==> src/rtl/ctrl_pkg.sv <==
// Shared constants for the pipeline control unit: opcodes, bundle field
// offsets, aluop codes and the stage-register record types.
package ctrl_pkg;

    localparam logic [6:0] OP_R      = 7'b0110011;
    localparam logic [6:0] OP_IALU   = 7'b0010011;
    localparam logic [6:0] OP_LOAD   = 7'b0000011;
    localparam logic [6:0] OP_STORE  = 7'b0100011;
    localparam logic [6:0] OP_BRANCH = 7'b1100011;
    localparam logic [6:0] OP_JAL    = 7'b1101111;
    localparam logic [6:0] OP_JALR   = 7'b1100111;
    localparam logic [6:0] OP_LUI    = 7'b0110111;
    localparam logic [6:0] OP_AUIPC  = 7'b0010111;

    // Flag offsets above the aluop field; bundle = {flags, aluop}.
    localparam int unsigned N_FLAGS    = 9;
    localparam int unsigned F_MEMTOREG = 0;
    localparam int unsigned F_MEMWRITE = 1;
    localparam int unsigned F_JALR     = 2;
    localparam int unsigned F_JUMP     = 3;
    localparam int unsigned F_BRANCH   = 4;
    localparam int unsigned F_ASEL_PC  = 5;
    localparam int unsigned F_ALUSRC   = 6;
    localparam int unsigned F_LINK     = 7;
    localparam int unsigned F_REGWRITE = 8;

    typedef enum logic [1:0] {
        ALU_ADD   = 2'd0,
        ALU_SUB   = 2'd1,
        ALU_FUNCT = 2'd2,
        ALU_PASSB = 2'd3
    } aluop_e;

    typedef struct packed {
        logic regwrite;
        logic link;
        logic memwrite;
        logic memtoreg;
        logic valid;
    } exmem_t;

    typedef struct packed {
        logic regwrite;
        logic link;
        logic memtoreg;
    } memwb_t;

    function automatic int unsigned ctrl_w(input int unsigned aluop_w);
        return N_FLAGS + aluop_w;
    endfunction

endpackage

==> src/rtl/ctrl_decode.sv <==
// Combinational opcode decoder: opcode + valid -> control bundle and
// illegal flag. Disabled optional classes decode as illegal.
module ctrl_decode
    import ctrl_pkg::*;
#(
    parameter int unsigned ALUOP_W  = 2,
    parameter bit          EN_JUMP  = 1'b1,
    parameter bit          EN_UPPER = 1'b1,
    localparam int unsigned CTRL_W  = ctrl_w(ALUOP_W)
) (
    input  logic [6:0]        op_i,
    input  logic              valid_i,
    output logic [CTRL_W-1:0] ctrl_o,
    output logic              illegal_o
);

    logic [N_FLAGS-1:0] flags;
    aluop_e             aluop;
    logic               legal;

    always_comb begin
        flags = '0;
        aluop = ALU_ADD;
        legal = 1'b1;
        case (op_i)
            OP_R: begin
                flags[F_REGWRITE] = 1'b1;
                aluop             = ALU_FUNCT;
            end
            OP_IALU: begin
                flags[F_REGWRITE] = 1'b1;
                flags[F_ALUSRC]   = 1'b1;
                aluop             = ALU_FUNCT;
            end
            OP_LOAD: begin
                flags[F_REGWRITE] = 1'b1;
                flags[F_ALUSRC]   = 1'b1;
                flags[F_MEMTOREG] = 1'b1;
            end
            OP_STORE: begin
                flags[F_ALUSRC]   = 1'b1;
                flags[F_MEMWRITE] = 1'b1;
            end
            OP_BRANCH: begin
                flags[F_BRANCH] = 1'b1;
                aluop           = ALU_SUB;
            end
            OP_JAL: begin
                if (EN_JUMP) begin
                    flags[F_REGWRITE] = 1'b1;
                    flags[F_LINK]     = 1'b1;
                    flags[F_JUMP]     = 1'b1;
                end else begin
                    legal = 1'b0;
                end
            end
            OP_JALR: begin
                if (EN_JUMP) begin
                    flags[F_REGWRITE] = 1'b1;
                    flags[F_LINK]     = 1'b1;
                    flags[F_JUMP]     = 1'b1;
                    flags[F_JALR]     = 1'b1;
                    flags[F_ALUSRC]   = 1'b1;
                end else begin
                    legal = 1'b0;
                end
            end
            OP_LUI: begin
                if (EN_UPPER) begin
                    flags[F_REGWRITE] = 1'b1;
                    flags[F_ALUSRC]   = 1'b1;
                    aluop             = ALU_PASSB;
                end else begin
                    legal = 1'b0;
                end
            end
            OP_AUIPC: begin
                if (EN_UPPER) begin
                    flags[F_REGWRITE] = 1'b1;
                    flags[F_ALUSRC]   = 1'b1;
                    flags[F_ASEL_PC]  = 1'b1;
                end else begin
                    legal = 1'b0;
                end
            end
            default: legal = 1'b0;
        endcase

        ctrl_o    = (valid_i && legal) ? {flags, ALUOP_W'(aluop)} : '0;
        illegal_o = valid_i & ~legal;
    end

endmodule

==> src/rtl/ctrl_pipe.sv <==
// Pipeline control unit: decodes the ID opcode and carries the control
// bundle through ID/EX, EX/MEM and MEM/WB under hold/flush control.
module ctrl_pipe
    import ctrl_pkg::*;
#(
    parameter int unsigned ALUOP_W  = 2,
    parameter bit          EN_JUMP  = 1'b1,
    parameter bit          EN_UPPER = 1'b1,
    parameter int unsigned CNT_W    = 8,
    localparam int unsigned CTRL_W  = ctrl_w(ALUOP_W)
) (
    input  logic              clk,
    input  logic              reset,
    input  logic [6:0]        op_d,
    input  logic              valid_d,
    input  logic              hold_e,
    input  logic              flush_e,
    input  logic              flush_m,
    output logic              illegal_d,
    output logic [CTRL_W-1:0] ctrl_e,
    output logic              valid_e,
    output logic              illegal_e,
    output logic              regwrite_m,
    output logic              memwrite_m,
    output logic              memtoreg_m,
    output logic              valid_m,
    output logic              regwrite_w,
    output logic              memtoreg_w,
    output logic              link_w,
    output logic [CNT_W-1:0]  illegal_cnt
);

    logic [CTRL_W-1:0] dec_ctrl;

    logic [CTRL_W-1:0] ctrl_e_q, ctrl_e_d;
    logic              valid_e_q, valid_e_d;
    logic              illegal_e_q, illegal_e_d;
    exmem_t            exmem_q, exmem_d;
    memwb_t            memwb_q, memwb_d;
    logic [CNT_W-1:0]  cnt_q, cnt_d;
    logic              idex_load;

    ctrl_decode #(
        .ALUOP_W  (ALUOP_W),
        .EN_JUMP  (EN_JUMP),
        .EN_UPPER (EN_UPPER)
    ) u_decode (
        .op_i      (op_d),
        .valid_i   (valid_d),
        .ctrl_o    (dec_ctrl),
        .illegal_o (illegal_d)
    );

    assign idex_load = ~flush_e & ~hold_e;

    always_comb begin
        ctrl_e_d    = ctrl_e_q;
        valid_e_d   = valid_e_q;
        illegal_e_d = illegal_e_q;
        if (flush_e) begin
            ctrl_e_d    = '0;
            valid_e_d   = 1'b0;
            illegal_e_d = 1'b0;
        end else if (!hold_e) begin
            ctrl_e_d    = dec_ctrl;
            valid_e_d   = valid_d;
            illegal_e_d = illegal_d;
        end

        // A held EX stage must not also advance, so it feeds a bubble forward.
        if (flush_m || hold_e) begin
            exmem_d = '0;
        end else begin
            exmem_d.regwrite = ctrl_e_q[ALUOP_W+F_REGWRITE];
            exmem_d.link     = ctrl_e_q[ALUOP_W+F_LINK];
            exmem_d.memwrite = ctrl_e_q[ALUOP_W+F_MEMWRITE];
            exmem_d.memtoreg = ctrl_e_q[ALUOP_W+F_MEMTOREG];
            exmem_d.valid    = valid_e_q;
        end

        memwb_d.regwrite = exmem_q.regwrite;
        memwb_d.link     = exmem_q.link;
        memwb_d.memtoreg = exmem_q.memtoreg;

        cnt_d = cnt_q;
        if (illegal_d && idex_load && (cnt_q != '1)) begin
            cnt_d = cnt_q + 1'b1;
        end
    end

    always_ff @(posedge clk) begin
        if (reset) begin
            ctrl_e_q    <= '0;
            valid_e_q   <= 1'b0;
            illegal_e_q <= 1'b0;
            exmem_q     <= '0;
            memwb_q     <= '0;
            cnt_q       <= '0;
        end else begin
            ctrl_e_q    <= ctrl_e_d;
            valid_e_q   <= valid_e_d;
            illegal_e_q <= illegal_e_d;
            exmem_q     <= exmem_d;
            memwb_q     <= memwb_d;
            cnt_q       <= cnt_d;
        end
    end

    assign ctrl_e      = ctrl_e_q;
    assign valid_e     = valid_e_q;
    assign illegal_e   = illegal_e_q;
    assign regwrite_m  = exmem_q.regwrite;
    assign memwrite_m  = exmem_q.memwrite;
    assign memtoreg_m  = exmem_q.memtoreg;
    assign valid_m     = exmem_q.valid;
    assign regwrite_w  = memwb_q.regwrite;
    assign memtoreg_w  = memwb_q.memtoreg;
    assign link_w      = memwb_q.link;
    assign illegal_cnt = cnt_q;

endmodule

==> config.mk <==
export PLATFORM = sky130hd
export DESIGN_NAME = ctrl_pipe
export DESIGN_NICKNAME = d
export VERILOG_FILES = /design/src/rtl/ctrl_pkg.sv /design/src/rtl/ctrl_decode.sv /design/src/rtl/ctrl_pipe.sv
export SDC_FILE = /design/constraint.sdc
export NUM_CORES = 1
export LEC_CHECK = 0
export ABC_AREA = 1
export BUFFER_PORTS_ARGS = -buffer_cell sky130_fd_sc_hd__buf_4
export CAP_MARGIN = 15
export CORE_MARGIN = 2
export CORE_UTILIZATION = 54
export CTS_BUF_LIST = sky130_fd_sc_hd__clkbuf_16
export DETAILED_ROUTE_END_ITERATION = 8
export PLACE_DENSITY = 0.83
export SLEW_MARGIN = 20
export SYNTH_ARGS = -nofsm -noshare
export SYNTH_HDL_FRONTEND = slang
export SYNTH_SLANG_ARGS = --single-unit
==> constraint.sdc <==
create_clock -name clk -period 2.24 [get_ports clk]
set_input_delay 0.224 -clock clk [delete_from_list [all_inputs] [get_ports clk]]
set_output_delay 0.224 -clock clk [all_outputs]
set_load 0.01 [all_outputs]
==> results.yml, run 1 <==
final_layout:
  finish.net_count: 242
  area_used_by_multi_input_combinational_logic_um2: 673
  number_of_fill_cells: 202
  layout-area-overhead-vs-synth_pct: 31.2
  largest_register_ff_count: 10
  share_of_final_layout_standard_cells_stronger_than_drive_strength_1_pct: 29.5
  finish.utilization_pct: 73.7
  layout.area.seq_um2: 561
  insertedDiodeCount: 0
drt:
  drt-vias-per-instance: 5.32
  wirelength_um: 3270
  wl_per_cell_um: 12.7
  antenna_violating_nets_post_route: 0
  drc_errors: 0
  first_pass_iters: 4
  vias: 1368
  drt-initial-drc-count: 41
placement:
  place.port_buffers: 41
  hpwl_um: 2460
  post-place-ws_ns: 0.546
  place.gp.congestion: 0.856
setup_path:
  path_buf_inv: 0
  worstReg2RegEnd: "illegal_cnt[0]$_SDFFE_PP0P_"
  critical_path.endpoint: "illegal_cnt[0]$_SDFFE_PP0P_"
  crit_path_frequent_cell: "nand2_1"
  crit_path_max_incr_delay_ns: 0.38
  timing.rr.start: "illegal_cnt[0]$_SDFFE_PP0P_"
  cp_max_fo: 9
  cp-end-kind: "register"
  rrSetupSlack_ns: 0.51
  cp.required_ns: 2.39
  cp.arrival_ns: 1.88
  critical_path_class: "register to register"
  slowest_cp_cell: "a21oi_2"
  timing.critical_path.max_delay_family: "simple AND/OR/NAND/NOR gates"
  crit_start: "illegal_cnt[0]$_SDFFE_PP0P_"
  crit_chain: "ha_1, nand2_1, nor2_1, a21oi_2, nand4_2, nand2_1, a21oi_1"
  worst-r2r-cell-count: 7
  worst-path-stages: 7
  cp-start-kind: "register"
sta:
  final_slew_viol_count: 0
  fmax_mhz: 578
  unrepaired_setup_endpoints_after_global_routing: "false"
  final_hold_vio_count: 0
  worstMarginPinSlew_ns: 0.532
  final.setup.tns_ns: 0
  final_critical_path_time_including_i_o_delays_and_setup_ns: 1.73
  setup_ws_post_layout_ns: 0.511
  timing.clock.skew_ns: 0.00153
  final_min_period_over_clock_period_pct: 77.2
  timing.final.setup_violations: 0
  slew_headroom_pct: 64.5
floorplanning:
  die_height_um: 54.3
  dieArea_mm2: 0.00295
  ioPinCount: 42
  initial_utilization_pct: 56.2
  core-area_mm2: 0.00243
  horiz_die_dim_um: 54.3
  floorplan.rows: 18
cts:
  clock_tree_from_tritoncts: "yes"
  cts.htree.levels: 1
  cts_resized: 0
  cts_post_setup_buffers_inserted: 0
  ctsHoldBuffers: 0
  clock_sink_count: 28
  root_buffer: "clkbuf_16"
  cts_buffer_depth: 2
  clk_latency_ns: 0.26
  clk_transition_reported_paths_ns: 0.07
  cts-buffers-inserted: 3
logic_synthesis:
  yosysWarningCount: 0
  synth_top_area_share_pct: 41.0
  synth_top_cell_by_area: "dfxtp_1"
  yosys-mux-area-fraction_pct: 0
  yosys.area_share.simple_pct: 35.2
  post_synth_fa_ha_maj_area_fraction_pct: 0.916
  ys_top_cells_by_area: "dfxtp_1 41%, nand2_1 11%, a21oi_1 7.0%"
  synth_fp_nets: 200
  synth.ff_latch_count: 28
  synth.cell_area_mm2: 0.00137
  compound_cell_area_share_of_the_yosys_netlist_pct: 9.34
  synth.distinct_cells: 26
  post_synth_inst_count: 186
  synth_area_per_cell_um2: 7.35
  synth-seq-area-share_pct: 41.0
  xor_xnor_fraction_of_synth_area_pct: 3.85
  combinational_family_with_the_most_area_after_synthesis: "simple AND/OR/NAND/NOR gates"
global_route:
  wire_length_of_the_first_global_routing_pass_um: 5190
  layer_with_the_highest_usage: "met2"
  gr-usage-met1_pct: 31.1
  globalRouteMet2Util_pct: 41.6
  grt.met3_usage_pct: 3.83
  grt_max_degree: 17
  grt_remaining_overflow: 0
  grt_pass1_vias: 1163
  antenna_found_initial: 0
  global_route.usage.total_pct: 24.6
power_and_ir_drop:
  p_leak_nw: 0.828
  power-per-cell-area_mw_per_mm2: 625
  power_mw: 1.12
  irDropWorstVdd_mv: 0.469
hold_path:
  min_path_type: "primary input to register"
status:
  status: "finished, final reports clean"
flow_run:
  max_cap_viol_count: 0
## cell usage after synthesis
cell / count
a21oi_1: 19
a21oi_2: 2
buf_2: 1
buf_4: 1
buf_6: 1
clkbuf_1: 2
clkinv_1: 1
dfxtp_1: 28
ha_1: 1
inv_1: 22
inv_2: 4
nand2_1: 41
nand2_2: 4
nand2_4: 1
nand3_1: 4
nand3_2: 2
nand4_1: 14
nand4_2: 2
nor2_1: 17
nor2_2: 3
nor2_4: 3
nor3_1: 3
o21ai_0: 3
or3_1: 1
xnor2_1: 2
xor2_1: 4
## placed cells by master (no fill, tap or decap)
cell type	n
nand3_1	4
inv_1	22
nand2_1	41
dfxtp_1	28
a21oi_1	19
inv_2	4
nand4_1	14
nor3_1	3
xnor2_1	2
nand3_2	2
a21oi_2	2
nand4_2	2
clkbuf_16	3
nand2_2	4
clkinv_1	1
or3_1	1
buf_4	42
xor2_1	4
nor2_4	3
o21ai_0	3
nor2_2	3
bufinv_16	1
nand2_4	1
ha_1	1
nor2_1	17
## cell type report
class	count	area share, %
clock buffers	3	4.19
clock inverters	1	1.67
inverters	27	5.65
multi-input cells	126	37.5
flip-flops and latches	28	31.3
well taps	30	2.09
repair buffers	42	17.6
## cell families (layout without fill, tap and decap cells)
family,count (synthesis),count (layout)
AOI/OAI and AO/OA,24,24
xor gates and xnor gates,6,6
adders and majority gates,1,1
DFF,28,28
and+or+nand+nor,95,95
buffers and inverters,32,73
## metal layers
| metal | vias up | share of wire [%] | routed length [um] |
|---|---|---|---|
| li1 | 681 | - | - |
| met1 | 635 | 40 | 1310 |
| met2 | 48 | 52 | 1700 |
| met3 | 4 | 6.2 | 204 |
| met4 | 0 | 1.3 | 44 |
| met5 | - | 0 | 0 |
## power by group
group          total, mW  internal [mW]  switching (mW)
logic             0.0955         0.0359          0.0595
clock network      0.520          0.356           0.164
registers          0.505          0.502         0.00325
total               1.12          0.893           0.227
## worst min path at each step
stage                                startpoint                           to  cells past startpoint
after global routing                      reset  illegal_cnt[6]$_SDFFE_PP0P_                      2
after global placement    exmem_q[3]$_SDFF_PP0_            link_w$_SDFF_PP0_                      2
after detailed placement  exmem_q[3]$_SDFF_PP0_            link_w$_SDFF_PP0_                      2
after CTS                                 reset  illegal_cnt[6]$_SDFFE_PP0P_                      2
after floorplan                           reset  illegal_cnt[7]$_SDFFE_PP0P_                      1
final                                     reset  illegal_cnt[6]$_SDFFE_PP0P_                      2
## per-stage QoR
step                area, um^2  instances  hold slack (ns)
floorplan                 1370        186            0.293
global route              1790        257            0.233
CTS                       1790        257            0.230
global placement          1690        253            0.406
detailed placement        1690        253            0.413
finish                    1790        257            0.231
Power figures use the tool's default switching activity.
==> run 2, diff against run 1 <==
--- a/config.mk
+++ b/config.mk
@@ -9,10 +9,10 @@
 export BUFFER_PORTS_ARGS = -buffer_cell sky130_fd_sc_hd__buf_4
 export CAP_MARGIN = 15
 export CORE_MARGIN = 2
-export CORE_UTILIZATION = 54
+export CORE_UTILIZATION = 45
 export CTS_BUF_LIST = sky130_fd_sc_hd__clkbuf_16
 export DETAILED_ROUTE_END_ITERATION = 8
-export PLACE_DENSITY = 0.83
+export PLACE_DENSITY = 0.74
 export SLEW_MARGIN = 20
 export SYNTH_ARGS = -nofsm -noshare
 export SYNTH_HDL_FRONTEND = slang
==> constraint.sdc (replaced) <==
create_clock -name clk -period 1.5 [get_ports clk]
set_input_delay 0.15 -clock clk [delete_from_list [all_inputs] [get_ports clk]]
set_output_delay 0.15 -clock clk [all_outputs]
set_load 0.01 [all_outputs]
==> run 2 against run 1 <==
  * Setup slack worse by 0.39 ns
  * Sequential share of layout area fell by 0.81 points
  * First-iteration DRC count is 63% higher
  * Maximum frequency rose by 26%
  * Highest routed layer unchanged
  * Worst hold slack worse by 0.078 ns
  * Power increased by 50%
  * Largest power group unchanged
  * Clock-buffer cell count stayed put
  * Critical path type unchanged
  * Critical endpoint is now illegal_cnt[5]$_SDFFE_PP0P_
  * Combinational power up 55%
  * Clock power increased by 49%
==> results.yml, run 2 (same netlist as run 1, synthesis figures left out) <==
placement:
  post-place-ws_ns: 0.0705
  place.port_buffers: 41
  hpwl_um: 2220
  place.gp.congestion: 0.870
drt:
  antenna_violating_nets_post_route: 0
  route.layer.met1.wl_um: 1400
  drc_errors: 0
  first_pass_iters: 4
  drt-initial-drc-count: 67
  wl_per_cell_um: 11.3
  drt-vias-per-instance: 5.03
  wirelength_um: 2980
  top_layer: "met4"
  detailroute.wirelength.met2_um: 1420
  vias: 1324
  met3_wirelength_um: 149
cts:
  clock_sink_count: 28
  cts_resized: 0
  ctsHoldBuffers: 0
  clock_tree_from_tritoncts: "yes"
  cts-buffers-inserted: 3
  root_buffer: "clkbuf_16"
  cts_buffer_depth: 2
  clk_transition_reported_paths_ns: 0.07
  cts.htree.levels: 1
  clk_latency_ns: 0.26
  cts_post_setup_buffers_inserted: 0
floorplanning:
  core-area_mm2: 0.00283
  floorplan.rows: 19
  initial_utilization_pct: 48.3
  horiz_die_dim_um: 59.1
  ioPinCount: 42
  dieArea_mm2: 0.00349
  die_height_um: 59.1
setup_path:
  timing.rr.start: "illegal_cnt[0]$_SDFFE_PP0P_"
  crit_start: "illegal_cnt[0]$_SDFFE_PP0P_"
  critical_path.endpoint: "illegal_cnt[5]$_SDFFE_PP0P_"
  cp.required_ns: 1.70
  critical_path_class: "register to register"
  rrSetupSlack_ns: 0.12
  worstReg2RegEnd: "illegal_cnt[5]$_SDFFE_PP0P_"
  cp_max_fo: 8
  cp-start-kind: "register"
  cp.arrival_ns: 1.57
  cp-end-kind: "register"
  worst-r2r-cell-count: 7
sta:
  unrepaired_setup_endpoints_after_global_routing: "false"
  worstMarginPinSlew_ns: 0.328
  setup_ws_post_layout_ns: 0.124
  final_hold_vio_count: 0
  final_critical_path_time_including_i_o_delays_and_setup_ns: 1.38
  slew_headroom_pct: 78.0
  final_min_period_over_clock_period_pct: 91.7
  final_slew_viol_count: 0
  timing.clock.skew_ns: 0.00196
  fmax_mhz: 727
  timing.final.setup_violations: 0
  worst_hold_slack_ns: 0.154
  final.setup.tns_ns: 0
power_and_ir_drop:
  power-per-cell-area_mw_per_mm2: 912
  irDropWorstVdd_mv: 0.599
  p_leak_nw: 0.843
flow_run:
  max_cap_viol_count: 0
final_layout:
  most-common-layout-cells: "47 x buf_4, 41 x nand2_1, 28 x dfxtp_1"
  layout-area-overhead-vs-synth_pct: 34.7
  share_of_final_layout_standard_cells_stronger_than_drive_strength_1_pct: 31.0
  layout.cells.most_common: "buf_4"
  largest_register_ff_count: 10
  finish.net_count: 247
  number_of_fill_cells: 241
  insertedDiodeCount: 0
global_route:
  grt_max_degree: 17
  global_route.usage.total_pct: 17.7
  grt_remaining_overflow: 0
  wire_length_of_the_first_global_routing_pass_um: 4830
  grt_pass1_vias: 1151
  antenna_found_initial: 0
hold_path:
  min_path_type: "primary input to register"
status:
  status: "finished, final reports clean"
run 2: through the flow:
step	utilization, %	cell area (um^2)	std cells	power, mW
final	65.1	1840	263	1.68
after global routing	65.1	1840	263	1.73
after CTS	64.8	1830	263	1.69
after detailed placement	61.0	1730	259	0.916
after global placement	61.0	1730	259	0.916
after floorplan	-	1370	186	0.851
run 2: cell type report:
cell class / instances / area [um^2] / area share, %
Multi-Input combinational cell: 126 / 682 / 37.0
Clock buffer: 3 / 75.1 / 4.08
Timing Repair Buffer: 47 / 353 / 19.2
Clock inverter: 1 / 30.0 / 1.63
Sequential cell: 28 / 561 / 30.5
Tap cell: 31 / 38.8 / 2.11
Inverter: 27 / 101 / 5.51
run 2: power breakdown:
| part | switching [mW] | internal, mW |
|---|---|---|
| registers | 0.00486 | 0.750 |
| logic | 0.0886 | 0.0591 |
| clock network | 0.245 | 0.531 |
| total | 0.338 | 1.34 |
run 2: worst min path at each step:
| stage | start | cells past startpoint | to | slack (ns) |
|---|---|---|---|---|
| 2_1_floorplan | reset | 1 | illegal_cnt[7]$_SDFFE_PP0P_ | 0.22 |
| 4_1_cts | reset | 2 | illegal_cnt[0]$_SDFFE_PP0P_ | 0.15 |
| 3_5_place_dp | exmem_q[3]$_SDFF_PP0_ | 2 | link_w$_SDFF_PP0_ | 0.41 |
| 6_report | reset | 2 | illegal_cnt[0]$_SDFFE_PP0P_ | 0.15 |
| 3_3_place_gp | exmem_q[3]$_SDFF_PP0_ | 2 | link_w$_SDFF_PP0_ | 0.41 |
| 5_1_grt | reset | 2 | illegal_cnt[0]$_SDFFE_PP0P_ | 0.15 |
run 2: worst max-delay path, stage by stage (launching register included):
cell	delay [ns]
dfxtp_1	0.34
ha_1	0.21
nand2_1	0.07
nor2_1	0.06
a21oi_2	0.21
buf_4	0.20
nand4_1	0.10
a21oi_1	0.12
run 2: metal layers:
metal / up-vias / track usage [%]
met5: - / 0
met4: 0 / 5.84
met3: 2 / 1.97
met2: 39 / 29.8
met1: 593 / 23.6
li1: 690 / -
